`config.mk`:
```
export PLATFORM = sky130hd
export DESIGN_NAME = regfile_wb_arb
export DESIGN_NICKNAME = d
export VERILOG_FILES = /design/src/rtl/wb_pkg.sv /design/src/rtl/wb_fifo.sv /design/src/rtl/regfile_wb_arb.sv
export SDC_FILE = /design/constraint.sdc
export NUM_CORES = 1
export LEC_CHECK = 0
export CORE_ASPECT_RATIO = 0.6
export CORE_MARGIN = 3
export CORE_UTILIZATION = 40
export DETAILED_ROUTE_END_ITERATION = 8
export GPL_TIMING_DRIVEN = 0
export HOLD_SLACK_MARGIN = 0.12
export PLACE_DENSITY = 0.7
export SETUP_SLACK_MARGIN = 0.02
export SKIP_LAST_GASP = 1
export SLEW_MARGIN = 30
export SYNTH_ARGS = -nofsm -noshare
export SYNTH_HDL_FRONTEND = slang
export SYNTH_SLANG_ARGS = --single-unit
export TNS_END_PERCENT = 10
```
`constraint.sdc`:
```
create_clock -name clk -period 6.8 [get_ports clk]
set_input_delay 1.02 -clock clk [delete_from_list [all_inputs] [get_ports clk]]
set_output_delay 1.02 -clock clk [all_outputs]
set_load 0.01 [all_outputs]
```
`src/rtl/wb_pkg.sv`:
```
// wb_pkg: shared types and constants for the register file writeback path.
//   wb_req_t  - one register file write request (enable, address, data)
//   NUM_REGS  - number of integer registers (x0 is hardwired zero)
//   XLEN      - register width
//   RA_W      - register address width
//   pend_hit  - scoreboard lookup with x0 masked out
package wb_pkg;

  localparam int NUM_REGS = 32;
  localparam int XLEN     = 32;
  localparam int RA_W     = $clog2(NUM_REGS);

  typedef struct packed {
    logic            we;
    logic [4:0]      rd_s;
    logic [31:0]     rd_v;
  } wb_req_t;

  // x0 never has an outstanding result, whatever the vector holds.
  function automatic logic pend_hit(input logic [NUM_REGS-1:0] p,
                                    input logic [RA_W-1:0]     idx);
    return (idx != '0) && p[idx];
  endfunction

endpackage

```
`src/rtl/wb_fifo.sv`:
```
// wb_fifo: small synchronous FIFO of wb_req_t entries.
//   clk, rst     - clock, asynchronous active-low reset (empties the FIFO)
//   push         - write push_data when not full
//   push_data    - entry to store
//   pop          - discard the head entry when not empty
//   head         - current head entry (valid only when !empty)
//   full, empty  - occupancy flags, decoded from registered pointers only
// Pointers carry one extra wrap bit so full and empty are distinguishable
// without a separate counter.
module wb_fifo
  import wb_pkg::*;
#(
  parameter int DEPTH = 4
) (
  input  logic    clk,
  input  logic    rst,
  input  logic    push,
  input  wb_req_t push_data,
  input  logic    pop,
  output wb_req_t head,
  output logic    full,
  output logic    empty
);

  localparam int AW = $clog2(DEPTH);

  logic [AW:0] wptr;
  logic [AW:0] rptr;
  wb_req_t     mem [DEPTH];
  logic        do_push;
  logic        do_pop;

  assign empty   = (wptr == rptr);
  assign full    = (wptr[AW] != rptr[AW]) && (wptr[AW-1:0] == rptr[AW-1:0]);
  assign do_push = push && !full;
  assign do_pop  = pop && !empty;
  assign head    = mem[rptr[AW-1:0]];

  always_ff @(posedge clk or negedge rst) begin
    if (!rst) begin
      wptr <= '0;
      rptr <= '0;
    end else begin
      if (do_push) wptr <= wptr + 1'b1;
      if (do_pop)  rptr <= rptr + 1'b1;
    end
  end

  // Storage is not reset: reset only moves the pointers, which makes any
  // stale contents unreachable.
  always_ff @(posedge clk) begin
    if (do_push) mem[wptr[AW-1:0]] <= push_data;
  end

endmodule

```
`src/rtl/regfile_wb_arb.sv`:
```
// regfile_wb_arb: drives the integer register file write port from two
// sources.
//   clk, rst                 - clock, asynchronous active-low reset
//   pipe_we/rd_s/rd_v        - in-order pipeline WB request (no backpressure)
//   pipe_hold                - pipeline must not present pipe_we this cycle
//   md_valid/ready/rd_s/rd_v - mul/div result handshake into the FIFO
//   iss_valid, iss_rd_s      - decode issues a mul/div op writing iss_rd_s
//   dec_rs1_s/rs2_s/rd_s     - decode operands checked against the scoreboard
//   hazard                   - decode must stall
//   pend                     - registers awaiting a mul/div result
//   regf_we, rd_s, rd_v      - registered register file write port
//
// Handshake: an md result transfers on a rising edge where md_valid and
// md_ready are both high; md_ready depends only on registered FIFO state
// (not full at the start of the cycle), and md_rd_s/md_rd_v must be stable
// while md_valid is high.
//
// The pipeline normally wins the write port. The FIFO head wins when the
// pipeline is idle or when pipe_hold is asserted; pipe_hold rises after the
// head has lost arbitration STARVE_MAX times in a row.
module regfile_wb_arb
  import wb_pkg::*;
#(
  parameter int DEPTH      = 4,
  parameter int STARVE_MAX = 3
) (
  input  logic        clk,
  input  logic        rst,
  input  logic        pipe_we,
  input  logic [4:0]  pipe_rd_s,
  input  logic [31:0] pipe_rd_v,
  output logic        pipe_hold,
  input  logic        md_valid,
  output logic        md_ready,
  input  logic [4:0]  md_rd_s,
  input  logic [31:0] md_rd_v,
  input  logic        iss_valid,
  input  logic [4:0]  iss_rd_s,
  input  logic [4:0]  dec_rs1_s,
  input  logic [4:0]  dec_rs2_s,
  input  logic [4:0]  dec_rd_s,
  output logic        hazard,
  output logic [31:0] pend,
  output logic        regf_we,
  output logic [4:0]  rd_s,
  output logic [31:0] rd_v
);

  localparam int SW = $clog2(STARVE_MAX + 1);
  localparam logic [SW-1:0] STARVE_LIM = SW'(STARVE_MAX);

  wb_req_t       md_req;
  wb_req_t       head;
  logic          fifo_full;
  logic          fifo_empty;
  logic          md_push;
  logic          fifo_pop;
  logic          pipe_req;
  logic          pipe_win;
  logic [SW-1:0] starve_cnt;
  logic [31:0]   pend_nxt;

  // ---------------------------------------------------------------------
  // Mul/div result FIFO
  // ---------------------------------------------------------------------
  assign md_ready = !fifo_full;
  assign md_push  = md_valid && md_ready;

  // A result to x0 is still queued so the producer is released, but it is
  // tagged we=0 so it never reaches the register file or the scoreboard.
  assign md_req = '{we: (md_rd_s != 5'd0), rd_s: md_rd_s, rd_v: md_rd_v};

  wb_fifo #(
    .DEPTH (DEPTH)
  ) u_fifo (
    .clk       (clk),
    .rst       (rst),
    .push      (md_push),
    .push_data (md_req),
    .pop       (fifo_pop),
    .head      (head),
    .full      (fifo_full),
    .empty     (fifo_empty)
  );

  // ---------------------------------------------------------------------
  // Arbitration
  // ---------------------------------------------------------------------
  // A pipe write to x0 is not a request at all. While pipe_hold is high
  // the pipeline request is ignored outright.
  assign pipe_req = pipe_we && (pipe_rd_s != 5'd0);
  assign pipe_win = pipe_req && !pipe_hold;
  assign fifo_pop = !fifo_empty && !pipe_win;

  // Decoded from the counter register only, so the pipeline sees it early
  // in the cycle with no path from this cycle's inputs.
  assign pipe_hold = (starve_cnt == STARVE_LIM);

  always_ff @(posedge clk or negedge rst) begin
    if (!rst) begin
      regf_we <= 1'b0;
      rd_s    <= 5'd0;
      rd_v    <= 32'd0;
    end else if (pipe_win) begin
      regf_we <= 1'b1;
      rd_s    <= pipe_rd_s;
      rd_v    <= pipe_rd_v;
    end else if (fifo_pop) begin
      regf_we <= head.we;
      rd_s    <= head.rd_s;
      rd_v    <= head.rd_v;
    end else begin
      regf_we <= 1'b0;
      rd_s    <= 5'd0;
      rd_v    <= 32'd0;
    end
  end

  // ---------------------------------------------------------------------
  // Starvation counter: counts consecutive losses of a waiting head entry.
  // ---------------------------------------------------------------------
  always_ff @(posedge clk or negedge rst) begin
    if (!rst) begin
      starve_cnt <= '0;
    end else if (fifo_pop || fifo_empty) begin
      starve_cnt <= '0;
    end else if (pipe_win && (starve_cnt != STARVE_LIM)) begin
      starve_cnt <= starve_cnt + 1'b1;
    end
  end

  // ---------------------------------------------------------------------
  // Pending-destination scoreboard
  // ---------------------------------------------------------------------
  // The set is applied after the clear so that a new issue to the same
  // register as the retiring result keeps the bit set.
  always_comb begin
    pend_nxt = pend;
    if (fifo_pop && head.we) pend_nxt[head.rd_s] = 1'b0;
    if (iss_valid && (iss_rd_s != 5'd0)) pend_nxt[iss_rd_s] = 1'b1;
  end

  always_ff @(posedge clk or negedge rst) begin
    if (!rst) begin
      pend <= 32'd0;
    end else begin
      pend <= pend_nxt;
    end
  end

  assign hazard = pend_hit(pend, dec_rs1_s) |
                  pend_hit(pend, dec_rs2_s) |
                  pend_hit(pend, dec_rd_s);

endmodule

```
[Word-level counts from Yosys, hierarchy flattened]
Memory sizes are Yosys's and may differ from the RTL's.
Index checks and enable logic that the tools add are counted.
Storage, ports and cells
  bits in latches: 0
  output and inout bits: 73
  register bits: 78
  input port bits: 99
  ROM bits: 0
  memory bits (writable): 152
  word-level logic and storage cells: 77
  memories: 1
Memory list
  u_fifo.mem: words 4, width 38, read ports 1, clocked after memory_dff 0, wr ports 1, line wb_fifo.sv:29  | wb_req_t mem [DEPTH];
Cells by class
  equality and inequality tests: 5
  shift-type cells: 0
  magnitude comparators: 7
  bitwise operators: 5
  mux-type cells: 22
  reductions and logical operators: 27
  multipliers: 0
  add/subtract/negate cells: 3
  divide/modulo/power cells: 0
Operators with widths (count)
  32-bit 2-to-1 mux: 4
  32-bit bitwise AND: 1
  32-bit NOT: 1
  32-bit bitwise OR: 1
  5-bit by 6-bit less-than comparator with 1-bit output (second input constant): 5
  5-bit nonzero test: 6
  1-bit binary-select mux with 5-bit select: 3
  1-bit logical AND: 15
  1-bit demux with 5-bit select: 2
  5-bit by 1-bit >= comparator with 1-bit output (second input constant): 2
  5-bit 2-to-1 mux: 2
  1-bit 2-to-1 mux: 9
  3-bit by 1-bit adder with 3-bit output (second input constant): 2
  1-bit logical NOT: 4
  2-bit 2-to-1 mux: 2
  3-bit == test: 1
  2-bit by 1-bit adder with 2-bit output (second input constant): 1
  2-bit == test: 1
  2-bit == test (second input constant): 1
  2-bit inequality test (second input constant): 1
  1-bit bitwise OR: 2
  2-bit nonzero test: 1
  1-bit logical OR: 1
  1-bit inequality test: 1

[Longest topological paths before layout]
An unclocked memory read counts as a cell.
  depth after elaboration: 10
  gate-level depth with buffers: 9
  depth with buffers taken out: 6

[Modules after synthesis]
From an unflattened synthesis, not the netlist that was laid out.
Second synthesis, totals
  cell total of the unflattened synthesis: 635
  area total of the unflattened synthesis: 9877.0 µm²
Modules (own cells, without submodules)
  wb_fifo: instances 1, cells an instance 248, area each 5985.7 µm², sequential area each 4714.5 µm²
  regfile_wb_arb: instances 1, cells an instance 387, area each 3891.2 µm², sequential area each 1801.7 µm²

[Worst setup path after synthesis]
No wires, ideal clock.
  path kind: input -> output
  start: in dec_rd_s[2]
  end: out hazard
  path buffers: 1
  data required time: 5780 ps
  data arrival time: 2485 ps
  stages on the path: 6
  path slack: 3295 ps
  cell sequence: clkbuf_1 -> mux4_2 -> mux2_2 -> o21ai_0 -> o32a_1 -> nand4_1
On the way
  longest elaborated chain between the ends: 4
  elaborated cells on any way between the ends: 5
  those cells by class: mux: 2; bitwise: 1; reduce/logical: 2
Ends and longest elaborated chain
  from (decl): line regfile_wb_arb.sv:41  | input logic [4:0] dec_rd_s,
  1-bit binary-select mux with 5-bit select: line wb_pkg.sv:22  | return (idx != '0) && p[idx];
  1-bit 2-to-1 mux (not written as such): line wb_pkg.sv:22
  1-bit logical AND *: line wb_pkg.sv:22
  1-bit bitwise OR *: line regfile_wb_arb.sv:152  | pend_hit(pend, dec_rs2_s) |
  to (decl): line regfile_wb_arb.sv:42  | output logic hazard,
Every way passes the cells marked *; elsewhere a longest branch is shown, timed or not. The select of a mux whose other input is x is not followed.

[Worst setup path in the final report]
  start: in dec_rs2_s[0]
  end: out hazard
On the way
  longest elaborated chain between the ends: 5
  elaborated cells on any way between the ends: 6
  those cells by class: mux: 2; bitwise: 2; reduce/logical: 2
Ends and longest elaborated chain
  from (decl): line regfile_wb_arb.sv:40  | input logic [4:0] dec_rs2_s,
  1-bit binary-select mux with 5-bit select: line wb_pkg.sv:22
  1-bit 2-to-1 mux (not written as such): line wb_pkg.sv:22
  1-bit logical AND *: line wb_pkg.sv:22
  1-bit bitwise OR *: line regfile_wb_arb.sv:151  | assign hazard = pend_hit(pend, dec_rs1_s) |
  1-bit bitwise OR *: line regfile_wb_arb.sv:152
Marked as above.

==> results.sh <==
export IMPL_avgViaCountPerCell=5.63
export IMPL_syn_num_nets=641
export IMPL_grt_pass1_wl_mm=36.3
export IMPL_worst_pin_slew_ns=0.771
export IMPL_critPathMaxFanout=6
export IMPL_portBuffers=158
export IMPL_chipHeight_um=126
export IMPL_cts_hold_buffers_added=0
export IMPL_synth_fa_ha_area_share_pct=0.787
export IMPL_synth_main_ff_cell="edfxtp_1"
export IMPL_synth_cells=536
export IMPL_layout_common_cells="157 x clkdlybuf4s50_1, 152 x edfxtp_1, 78 x dfrtp_1"
export IMPL_slowest_delay_ns=0.57
export IMPL_p_per_area_mw_per_mm2=446
export IMPL_first_iter_violations=487
export IMPL_p_int_uw=3730
export IMPL_status="finished clean"
export IMPL_end_kind="output pin"
export IMPL_rows=43
export IMPL_ir_worst_vdd_mv=0.197
export IMPL_grt_max_degree=49
export IMPL_ys_ff_latch=230
export IMPL_worstSetupPathType="in2out"
export IMPL_fin_crit_sh_pct=66.0
export IMPL_post_route_util_pct=52.9
export IMPL_rsz0062_at_grt="false"
export IMPL_power_leakage_uw=0.00433
export IMPL_muxShareOfSynthArea_pct=15.3
export IMPL_clkLatencyLatePin_ns=0.50
export IMPL_p_clk_share_pct=22.6
export IMPL_maxCapViolCount=0
export IMPL_ctsHtreeMaxLevel=1
export IMPL_synth_xor_xnor_area_share_pct=0.643
export IMPL_cts_buffers=22
export IMPL_pin_count=172
export IMPL_synth_top_family_by_area="multiplexers"
export IMPL_finish_net_count=824
export IMPL_grt_overflow_total=0
export IMPL_fmax_mhz=223
export IMPL_root_buffer="clkbuf_16"
export IMPL_setup_tns_final_ns=0
export IMPL_die_area_mm2=0.0258
export IMPL_n_antenna_cell=0
export IMPL_whs_ns=0.437
export IMPL_ctsResizeCount=0
export IMPL_post_cts_buffers=0
export IMPL_cts_max_path_buffers=3
export IMPL_avgSynthCellArea_um2=17.8
export IMPL_drive_gt1_share_pct=16.8
export IMPL_syn_area_mm2=0.00953
export IMPL_antenna_found_initial=2
export IMPL_drtPass1Iterations=7
export IMPL_seq_power_share_pct=40.0
export IMPL_slew_headroom_pct=48.0
export IMPL_die_w_um=205
export IMPL_ys_warn_count=0
export IMPL_ys_seq_area_share_pct=68.3
export IMPL_cts_num_sinks=230
export IMPL_min_period_ns=4.49
export IMPL_p_sw_uw=1760
export IMPL_totalWireLength_mm=23.9
export IMPL_async_flop_share_pct=33.9
export IMPL_mostFrequentLayoutCell="clkdlybuf4s50_1"
export IMPL_grt_pass1_vias=6109
export IMPL_yosys_area_share_simple_pct=4.25
export IMPL_crit_chain="clkbuf_1, mux4_2, mux2i_1, nor3b_1, nor4_1, nand4_1, clkdlybuf4s50_1"
export IMPL_p_sw_share_pct=32.0
export IMPL_cts_tree="yes"
export IMPL_dp_hpwl_mm=16.9
export IMPL_gp_congestion=0.908
export IMPL_worstSetupStartpointType="input pin"
export IMPL_slew_violations=0
export IMPL_wl_per_cell_um=22.8
export IMPL_hold_class="reg2reg"
export IMPL_track_usage_pct=18.5
export IMPL_coreArea_mm2=0.0232
export IMPL_synth_compound_area_share_pct=8.61
export IMPL_fill_cells=1856
export IMPL_remaining_drc_errors=0
export IMPL_fin_skew_ns=0.00989
export IMPL_final_cells=1049
export IMPL_hold_violations=0
export IMPL_path_clk_slew_ns=0.06
export IMPL_area_growth_pct=28.9
export IMPL_combPwrFrac_pct=37.4
export IMPL_synth_cell_type_count=51
export IMPL_slowest_stage="mux4_2"
export IMPL_arrival_ns=3.47
export IMPL_total_power_uw=5490
export IMPL_synth_edff_count=152
export IMPL_finalSetupViolations=0
export IMPL_antenna_left=0
export IMPL_dp_cells=1010
export IMPL_critical_path_required_ns=5.78
export IMPL_initial_core_util_pct=41.0
export IMPL_vias=5902
[registers in the layout, summed over array words and instances (netlist names)]
register and count:
regf_we 1, rd_v 32, u_fifo.wptr 3, starve_cnt 2, pend 32, rd_s 5, u_fifo.rptr 3, u_fifo.mem 152
[path summary, 6_finish.rpt]
check	from	to	slack [ns]	depth (start not counted)
max	dec_rs2_s[0]	hazard	2.31	7
min	starve_cnt[0]$_DFFE_PN0P_	starve_cnt[0]$_DFFE_PN0P_	0.44	1
max reg2reg	starve_cnt[0]$_DFFE_PN0P_	rd_v[11]$_DFF_PN0_	4.24	6
min reg2reg	starve_cnt[0]$_DFFE_PN0P_	starve_cnt[0]$_DFFE_PN0P_	0.44	1
max in group asynchronous	rst	rd_v[11]$_DFF_PN0_	5.71	2
min in group asynchronous	rst	rd_s[2]$_DFF_PN0_	0.48	1
[layer usage]
metal	share of wire, %	vias up	GRT usage [%]
li1	-	2558	-
met2	44	299	26.8
met1	45	2995	27.9
met4	1.5	4	3.53
met5	0.067	-	0
met3	9.4	46	5.93
[layout make-up]
class                   count  area (um2)  area share [%]
flip-flops and latches    230        6520            53.0
repair buffers            159        1610            13.1
multi-input cells         265        2850            23.1
well taps                 315         394            3.21
plain buffers              36         174            1.41
clock inverters             6        85.1           0.692
inverters                   5        18.8           0.153
clock buffers              33         653            5.31
[worst max-delay path, delay by kind of cell]
kind / cells / cell delay, ns
buf+inv: 2 / 0.98
simple gates: 3 / 0.49
mux: 2 / 0.97
[cell usage after synthesis (7+ instances only)]
cell	instances	area [um2]
nand3_1	7	35.0
nor2_1	7	26.3
a22o_1	37	324
buf_2	13	65.1
mux4_2	59	1330
o21ai_0	35	175
nand3b_1	9	67.6
nand2_1	13	48.8
mux2i_1	10	100
clkbuf_1	17	63.8
edfxtp_1	152	4560
o31ai_1	21	158
dfrtp_1	78	1950
[cells by family (layout without fill, tap and decap cells)]
family          Yosys count  in the layout
flops                   230            230
compound gates          114            114
mux                      72             72
simple gates             66             66
buf+inv                  41            239
xor+xnor                  7              7
fa+ha+maj                 6              6
[metrics by stage]
stage / setup WS, ns / cell area [um2]
finish: 2.31 / 12300
global placement: 1.93 / 11500
detailed placement: 2.29 / 11600
floorplan: 3.29 / 9530
global route: 2.09 / 12300
CTS: 2.28 / 12300
[power groups by stage]
stage | clock network, uW | logic, uW | registers, uW
6_report | 1240 | 2060 | 2190
5_1_grt | 1330 | 2220 | 2230
4_1_cts | 1260 | 2070 | 2190
3_5_place_dp | 0 | 2060 | 2220
3_3_place_gp | 0 | 2020 | 2210
2_1_floorplan | 0 | 1080 | 2250
Note: power is estimated with default switching activity, not from simulation.
